==> config.mk <==
export PLATFORM = sky130hd
export DESIGN_NAME = alu_accum_stage
export DESIGN_NICKNAME = d
export VERILOG_FILES = /design/src/rtl/alu_pkg.sv /design/src/rtl/alu_sat_add.sv /design/src/rtl/alu_accum_stage.sv
export SDC_FILE = /design/constraint.sdc
export NUM_CORES = 1
export LEC_CHECK = 0
export CORE_MARGIN = 2
export CORE_UTILIZATION = 45
export CTS_CLUSTER_DIAMETER = 200
export DETAILED_ROUTE_END_ITERATION = 16
export PLACE_DENSITY = 0.73
export SETUP_SLACK_MARGIN = 0.15
export SLEW_MARGIN = 40
export SYNTH_ARGS = -nofsm -noshare
export SYNTH_HDL_FRONTEND = slang
export SYNTH_SLANG_ARGS = --single-unit
==> constraint.sdc <==
create_clock -name clk -period 3 [get_ports clk]
set_input_delay 0.6 -clock clk [delete_from_list [all_inputs] [get_ports clk]]
set_output_delay 0.6 -clock clk [all_outputs]
set_load 0.05 [all_outputs]
==> src/rtl/alu_pkg.sv <==
// ----------------------------------------------------------------------------
// alu_pkg
// Shared definitions for the ALU result/accumulate stage.
//   LEN_DEF / CNT_W_DEF : default data and beat-count widths
//   state_e             : accumulate FSM states (IDLE = no partial group,
//                         ACCUM = partial group in progress)
//   smax_f / smin_f     : two's complement extreme values for a given width,
//                         returned as bit patterns in a 32-bit container
//                         (truncate to the data width at the use site)
// ----------------------------------------------------------------------------
package alu_pkg;

    localparam int LEN_DEF   = 9;
    localparam int CNT_W_DEF = 8;

    typedef enum logic [0:0] {
        ST_IDLE  = 1'b0,
        ST_ACCUM = 1'b1
    } state_e;

    // Largest positive value representable in len bits: 0111...1
    function automatic logic [31:0] smax_f(input int unsigned len);
        smax_f = (32'd1 << (len - 32'd1)) - 32'd1;
    endfunction

    // Most negative value representable in len bits: 1000...0
    function automatic logic [31:0] smin_f(input int unsigned len);
        smin_f = 32'd1 << (len - 32'd1);
    endfunction

endpackage

==> src/rtl/alu_sat_add.sv <==
// ----------------------------------------------------------------------------
// alu_sat_add
// Combinational signed LEN-bit adder with overflow detection.
// Optional feature macro: ALU_ACC_SAT_EN -- when defined, an overflowing sum
// is clamped to SMAX/SMIN (direction taken from the extended sign bit);
// otherwise the sum wraps modulo 2^LEN.
// Ports:
//   a_i    in  LEN  signed operand
//   b_i    in  LEN  signed operand
//   sum_o  out LEN  (possibly clamped) sum
//   ovf_o  out 1    signed overflow of the unclamped addition
// ----------------------------------------------------------------------------
module alu_sat_add
    import alu_pkg::*;
#(
    parameter int LEN = LEN_DEF
) (
    input  logic [LEN-1:0] a_i,
    input  logic [LEN-1:0] b_i,
    output logic [LEN-1:0] sum_o,
    output logic           ovf_o
);

`ifdef ALU_ACC_SAT_EN
    localparam logic [LEN-1:0] SMAX_C = LEN'(smax_f(LEN));
    localparam logic [LEN-1:0] SMIN_C = LEN'(smin_f(LEN));
`endif

    logic [LEN:0] sum_ext_s;

    // Sign-extended add; the two top bits disagree exactly on signed overflow
    always_comb begin
        sum_ext_s = {a_i[LEN-1], a_i} + {b_i[LEN-1], b_i};
        ovf_o     = sum_ext_s[LEN] ^ sum_ext_s[LEN-1];
    end

    // Result select: wrap, or clamp toward the true sign held in sum_ext_s[LEN]
    always_comb begin
`ifdef ALU_ACC_SAT_EN
        if (ovf_o) begin
            sum_o = sum_ext_s[LEN] ? SMIN_C : SMAX_C;
        end else begin
            sum_o = sum_ext_s[LEN-1:0];
        end
`else
        sum_o = sum_ext_s[LEN-1:0];
`endif
    end

endmodule

==> src/rtl/alu_accum_stage.sv <==
// ----------------------------------------------------------------------------
// alu_accum_stage
// Result stage after the ALU adder/subtractor. Accumulates a group of beats
// (closed by in_last) into one signed value and hands the group result,
// a sticky overflow flag and a saturating beat count downstream over a
// valid/ready handshake. Result appears one cycle after the last beat.
// Optional feature macro: ALU_ACC_SAT_EN -- saturating arithmetic (overflowed
// input beats and accumulate overflow clamp to SMAX/SMIN); default wraps.
// Ports:
//   clk        in   1      clock, rising edge
//   rstn       in   1      asynchronous active-low reset
//   in_valid   in   1      upstream beat valid
//   in_ready   out  1      stage can accept a beat
//   in_data    in   LEN    ALU sum
//   in_ovf     in   1      ALU signed overflow for in_data
//   in_last    in   1      beat closes the current group
//   flush      in   1      synchronous discard of the partial group
//   out_valid  out  1      group result valid
//   out_ready  in   1      downstream accepts result
//   out_data   out  LEN    accumulated group result
//   out_ovf    out  1      sticky overflow over the group
//   out_count  out  CNT_W  beats in group (saturating)
// ----------------------------------------------------------------------------
module alu_accum_stage
    import alu_pkg::*;
#(
    parameter int LEN   = LEN_DEF,
    parameter int CNT_W = CNT_W_DEF
) (
    input  logic             clk,
    input  logic             rstn,
    input  logic             in_valid,
    output logic             in_ready,
    input  logic [LEN-1:0]   in_data,
    input  logic             in_ovf,
    input  logic             in_last,
    input  logic             flush,
    output logic             out_valid,
    input  logic             out_ready,
    output logic [LEN-1:0]   out_data,
    output logic             out_ovf,
    output logic [CNT_W-1:0] out_count
);

`ifdef ALU_ACC_SAT_EN
    localparam logic [LEN-1:0] SMAX_C = LEN'(smax_f(LEN));
    localparam logic [LEN-1:0] SMIN_C = LEN'(smin_f(LEN));
`endif
    localparam logic [CNT_W-1:0] CNT_MAX_C = {CNT_W{1'b1}};
    localparam logic [CNT_W-1:0] CNT_ONE_C = {{(CNT_W-1){1'b0}}, 1'b1};

    state_e           state_q, state_d;
    logic [LEN-1:0]   acc_q, acc_d;
    logic [CNT_W-1:0] cnt_q, cnt_d;
    logic             sticky_q, sticky_d;
    logic             out_valid_q, out_valid_d;
    logic [LEN-1:0]   out_data_q, out_data_d;
    logic             out_ovf_q, out_ovf_d;
    logic [CNT_W-1:0] out_count_q, out_count_d;

    logic             accept_s;
    logic [LEN-1:0]   fix_s;
    logic [LEN-1:0]   add_a_s;
    logic [LEN-1:0]   sum_s;
    logic             add_ovf_s;
    logic [CNT_W-1:0] cnt_new_s;
    logic             sticky_new_s;

    // Handshake: flush blocks acceptance so a same-cycle beat is dropped
    always_comb begin
        in_ready = (~out_valid_q | out_ready) & ~flush;
        accept_s = in_valid & in_ready;
    end

    // Input fix-up: an overflowed ALU sum has the opposite true sign
    always_comb begin
`ifdef ALU_ACC_SAT_EN
        if (in_ovf) begin
            fix_s = in_data[LEN-1] ? SMAX_C : SMIN_C;
        end else begin
            fix_s = in_data;
        end
`else
        fix_s = in_data;
`endif
    end

    // First beat of a group adds to zero, so the single adder serves both states
    always_comb begin
        if (state_q == ST_ACCUM) begin
            add_a_s      = acc_q;
            sticky_new_s = sticky_q | in_ovf | add_ovf_s;
            cnt_new_s    = (cnt_q == CNT_MAX_C) ? cnt_q : cnt_q + CNT_ONE_C;
        end else begin
            add_a_s      = {LEN{1'b0}};
            sticky_new_s = in_ovf | add_ovf_s;
            cnt_new_s    = CNT_ONE_C;
        end
    end

    alu_sat_add #(
        .LEN (LEN)
    ) u_sat_add (
        .a_i   (add_a_s),
        .b_i   (fix_s),
        .sum_o (sum_s),
        .ovf_o (add_ovf_s)
    );

    // Group accumulation next state
    always_comb begin
        state_d  = state_q;
        acc_d    = acc_q;
        cnt_d    = cnt_q;
        sticky_d = sticky_q;
        if (flush) begin
            state_d  = ST_IDLE;
            acc_d    = {LEN{1'b0}};
            cnt_d    = {CNT_W{1'b0}};
            sticky_d = 1'b0;
        end else if (accept_s) begin
            if (in_last) begin
                state_d  = ST_IDLE;
                acc_d    = {LEN{1'b0}};
                cnt_d    = {CNT_W{1'b0}};
                sticky_d = 1'b0;
            end else begin
                state_d  = ST_ACCUM;
                acc_d    = sum_s;
                cnt_d    = cnt_new_s;
                sticky_d = sticky_new_s;
            end
        end else begin
            state_d  = state_q;
        end
    end

    // Output register: load on a closing beat (even while draining), else drain
    always_comb begin
        out_valid_d = out_valid_q;
        out_data_d  = out_data_q;
        out_ovf_d   = out_ovf_q;
        out_count_d = out_count_q;
        if (accept_s && in_last) begin
            out_valid_d = 1'b1;
            out_data_d  = sum_s;
            out_ovf_d   = sticky_new_s;
            out_count_d = cnt_new_s;
        end else if (out_ready) begin
            out_valid_d = 1'b0;
        end else begin
            out_valid_d = out_valid_q;
        end
    end

    // State and output registers
    always_ff @(posedge clk or negedge rstn) begin
        if (!rstn) begin
            state_q     <= ST_IDLE;
            acc_q       <= {LEN{1'b0}};
            cnt_q       <= {CNT_W{1'b0}};
            sticky_q    <= 1'b0;
            out_valid_q <= 1'b0;
            out_data_q  <= {LEN{1'b0}};
            out_ovf_q   <= 1'b0;
            out_count_q <= {CNT_W{1'b0}};
        end else begin
            state_q     <= state_d;
            acc_q       <= acc_d;
            cnt_q       <= cnt_d;
            sticky_q    <= sticky_d;
            out_valid_q <= out_valid_d;
            out_data_q  <= out_data_d;
            out_ovf_q   <= out_ovf_d;
            out_count_q <= out_count_d;
        end
    end

    assign out_valid = out_valid_q;
    assign out_data  = out_data_q;
    assign out_ovf   = out_ovf_q;
    assign out_count = out_count_q;

endmodule

==> results by group <==
Cells and area
  – N_diodes: 0
  – Final net count: 280
  – Most frequent cells in the layout: nand2_1, dfrtp_1, clkdlybuf4s50_1
  – Area Overhead vs Synth: 24.6%
  – Share of layout cells above drive strength 1: 8.73%
  – Commonest non-fill, non-tap cell in the layout: nand2_1

Clock network
  – Total clock sinks: 38
  – Post-CTS Setup Repair Bufs: 0
  – CTS Buffer Depth: 2
  – Root Buffer: clkbuf_8
  – Worst-skew pair later-pin latency: 0.29 ns
  – CTS hold repair buffers: 0
  – Total CTS buffers: 5
  – CTS tree: built
  – H-tree levels: 2
  – Clock-pin slew on the worst setup and hold paths: 0.07 ns
  – CTS resizes: 0

Setup path
  – WS Path Type: input pin to register
  – Crit path DAT: 2.68 ns
  – Startpoint types: input pin
  – CP max FO: 3
  – CP Data Required Time: 3.18 ns
  – Worst Setup End Kind: register

Global routing
  – Largest net degree at the start of global routing: 39
  – Vias in the first global route: 1675
  – Grt ovf: 0
  – Initial antenna violation count: 0
  – First-pass GRT wire length: 7.79 mm
  – All-layer global routing usage: 19.6%

STA
  – Slew of the pin with the lowest slew margin: 0.639 ns
  – Final worst clock skew: 0.00556 ns
  – RSZ-0062 raised after global routing: false
  – Slew Viols, Final: 0
  – Min cycle time layout: 2.51 ns
  – Hold Worst Slack: 0.277 ns
  – F_max: 399 MHz
  – Final Hold Vio Count: 0
  – Setup WS post-layout: 0.493 ns
  – Final TNS setup: 0 ns
  – Setup Viol. Count Final: 0
  – Tcrit/Tclk final: 83.6%
  – Slew Limit Headroom: 57.2%

Power and ir drop
  – Worst vdd ir: 0.279 mV
  – P_leak: 1.22 nW
  – Overall Power: 0.00122 W
  – Power Density: 475 nW/um2

Logic synthesis
  – Top_reg_cell synth: dfrtp_1
  – Library cells used by synthesis: 44
  – Post-synthesis sequential area ratio: 46.3%
  – Area of the mapped netlist: 2050 um2
  – Yosys reg bits: 38
  – Syn Inst Count: 214
  – Syn_nets: 241
  – EDFF count, synth: 0
  – Mean Syn Cell Area: 9.59 um2
  – Yosys warnings: 0
  – Post-synthesis async set-or-reset flop share: 100%

Hold path
  – HP Class: input pin to async pin

Route
  – Post-route DRC: 0
  – Vias: 1661
  – Vias per cell: 5.46
  – Routed Wire Length: 4.42 mm
  – Final ANT Viol Nets: 0
  – DR pass1 iterations: 4
  – DRT iter0 DRCs: 109
  – Routed length per instance: 14.6 um

Placed design
  – Detail Placement HPWL: 3.10 mm
  – I/O Buffers: 35
  – Post-Place Setup Slack: 0.185 ns
  – GPL Wtd Cong: 0.831

Die
  – Chip Height: 71.5 um
  – Initial cell density of the core: 46.8%
  – Die Area: 5120 um2
  – Core Rows: 24
  – IO Pins: 36
  – Total core area: 4380 um2
  – Die width: 71.5 um

Flow run
  – Max Cap Viol: 0

Status
  – Status: finished clean
-- cell families (layout without fill, tap and decap cells) --
group / after synthesis / count (layout) / synth area share (%)
flip-flops: 38 / 38 / 46.3
XOR/XNOR: 9 / 9 / 3.84
adder cells (fa/ha/maj): 11 / 11 / 7.07
multiplexers: 4 / 4 / 2.32
AO/OA/AOI/OAI: 55 / 55 / 18.4
buffers and inverters: 15 / 53 / 3.29
AND/OR/NAND/NOR: 82 / 82 / 18.8
-- path summary, 6_finish.rpt --
check | from | end | slack (ns) | depth (start not counted)
worst min register to register | out_count[4] | out_count[4] | 0.47 | 2
worst max register to register | state_q | out_data[8] | 0.66 | 10
max in group asynchronous | rstn | out_count[5] | 2.39 | 1
worst max-delay path | in_data[0] | out_data[8] | 0.49 | 10
min in group clk | out_count[4] | out_count[4] | 0.47 | 2
worst min-delay path | rstn | acc_q[8] | 0.28 | 1
-- flip-flops by register name, summed over array words and instances (netlist names) --
register,cells
out_valid,1
out_data,9
sticky_q,1
cnt_q,8
out_count,8
out_ovf,1
state_q,1
acc_q,9
-- where the power goes --
part | total (W) | switching, W | internal [W] | leakage [nW]
Clock | 0.000344 | 0.000167 | 0.000177 | 0.0431
Sequential | 0.000570 | 0.0000206 | 0.000549 | 0.502
Combinational | 0.000302 | 0.000189 | 0.000113 | 0.674
-- per-stage QoR --
stage | cell area, um2 | std cells | utilization, %
6_report | 2560 | 304 | 58.4
5_1_grt | 2560 | 304 | 58.4
4_1_cts | 2560 | 304 | 58.4
3_5_place_dp | 2480 | 298 | 56.5
3_3_place_gp | 2470 | 298 | 56.4
2_1_floorplan | 2050 | 214 | -
-- area by class of cell --
cell class,count,area (um2)
Fill cell,414,1830
Multi-Input combinational cell,161,1030
Sequential cell,38,951
Timing Repair Buffer,41,403
Clock buffer,6,82.6
Tap cell,52,65.1
Inverter,6,22.5
-- routing by layer --
metal,vias up,wire [um],track usage (%)
met3,2,158,4.78
li1,828,-,-
met4,0,34,7.55
met1,794,2180,25.9
met5,-,0,0
met2,37,2050,31.4
-- cells in the mapped netlist, drive strengths merged (4+ instances only) --
library cell	count	area, um2
a21o	7	55.1
a21oi	10	53.8
a22o	10	87.6
a31oi	4	25.0
and2	8	50.1
buf	4	26.3
clkbuf	5	18.8
dfrtp	38	951
ha	10	125
inv	6	22.5
nand2	41	154
nand3	7	35.0
nor2	11	41.3
o21ai	13	65.1
xnor2	5	43.8
xor2	4	35.0
-- critical path: stages --
cell,delay (ns)
clkdlybuf4s50_1,0.46
ha_1,0.16
inv_1,0.05
fa_1,0.44
nor2b_4,0.14
o31a_1,0.17
a41o_1,0.20
a21oi_2,0.05
xnor2_1,0.15
mux2_4,0.26
Power figures use the tool's default switching activity.
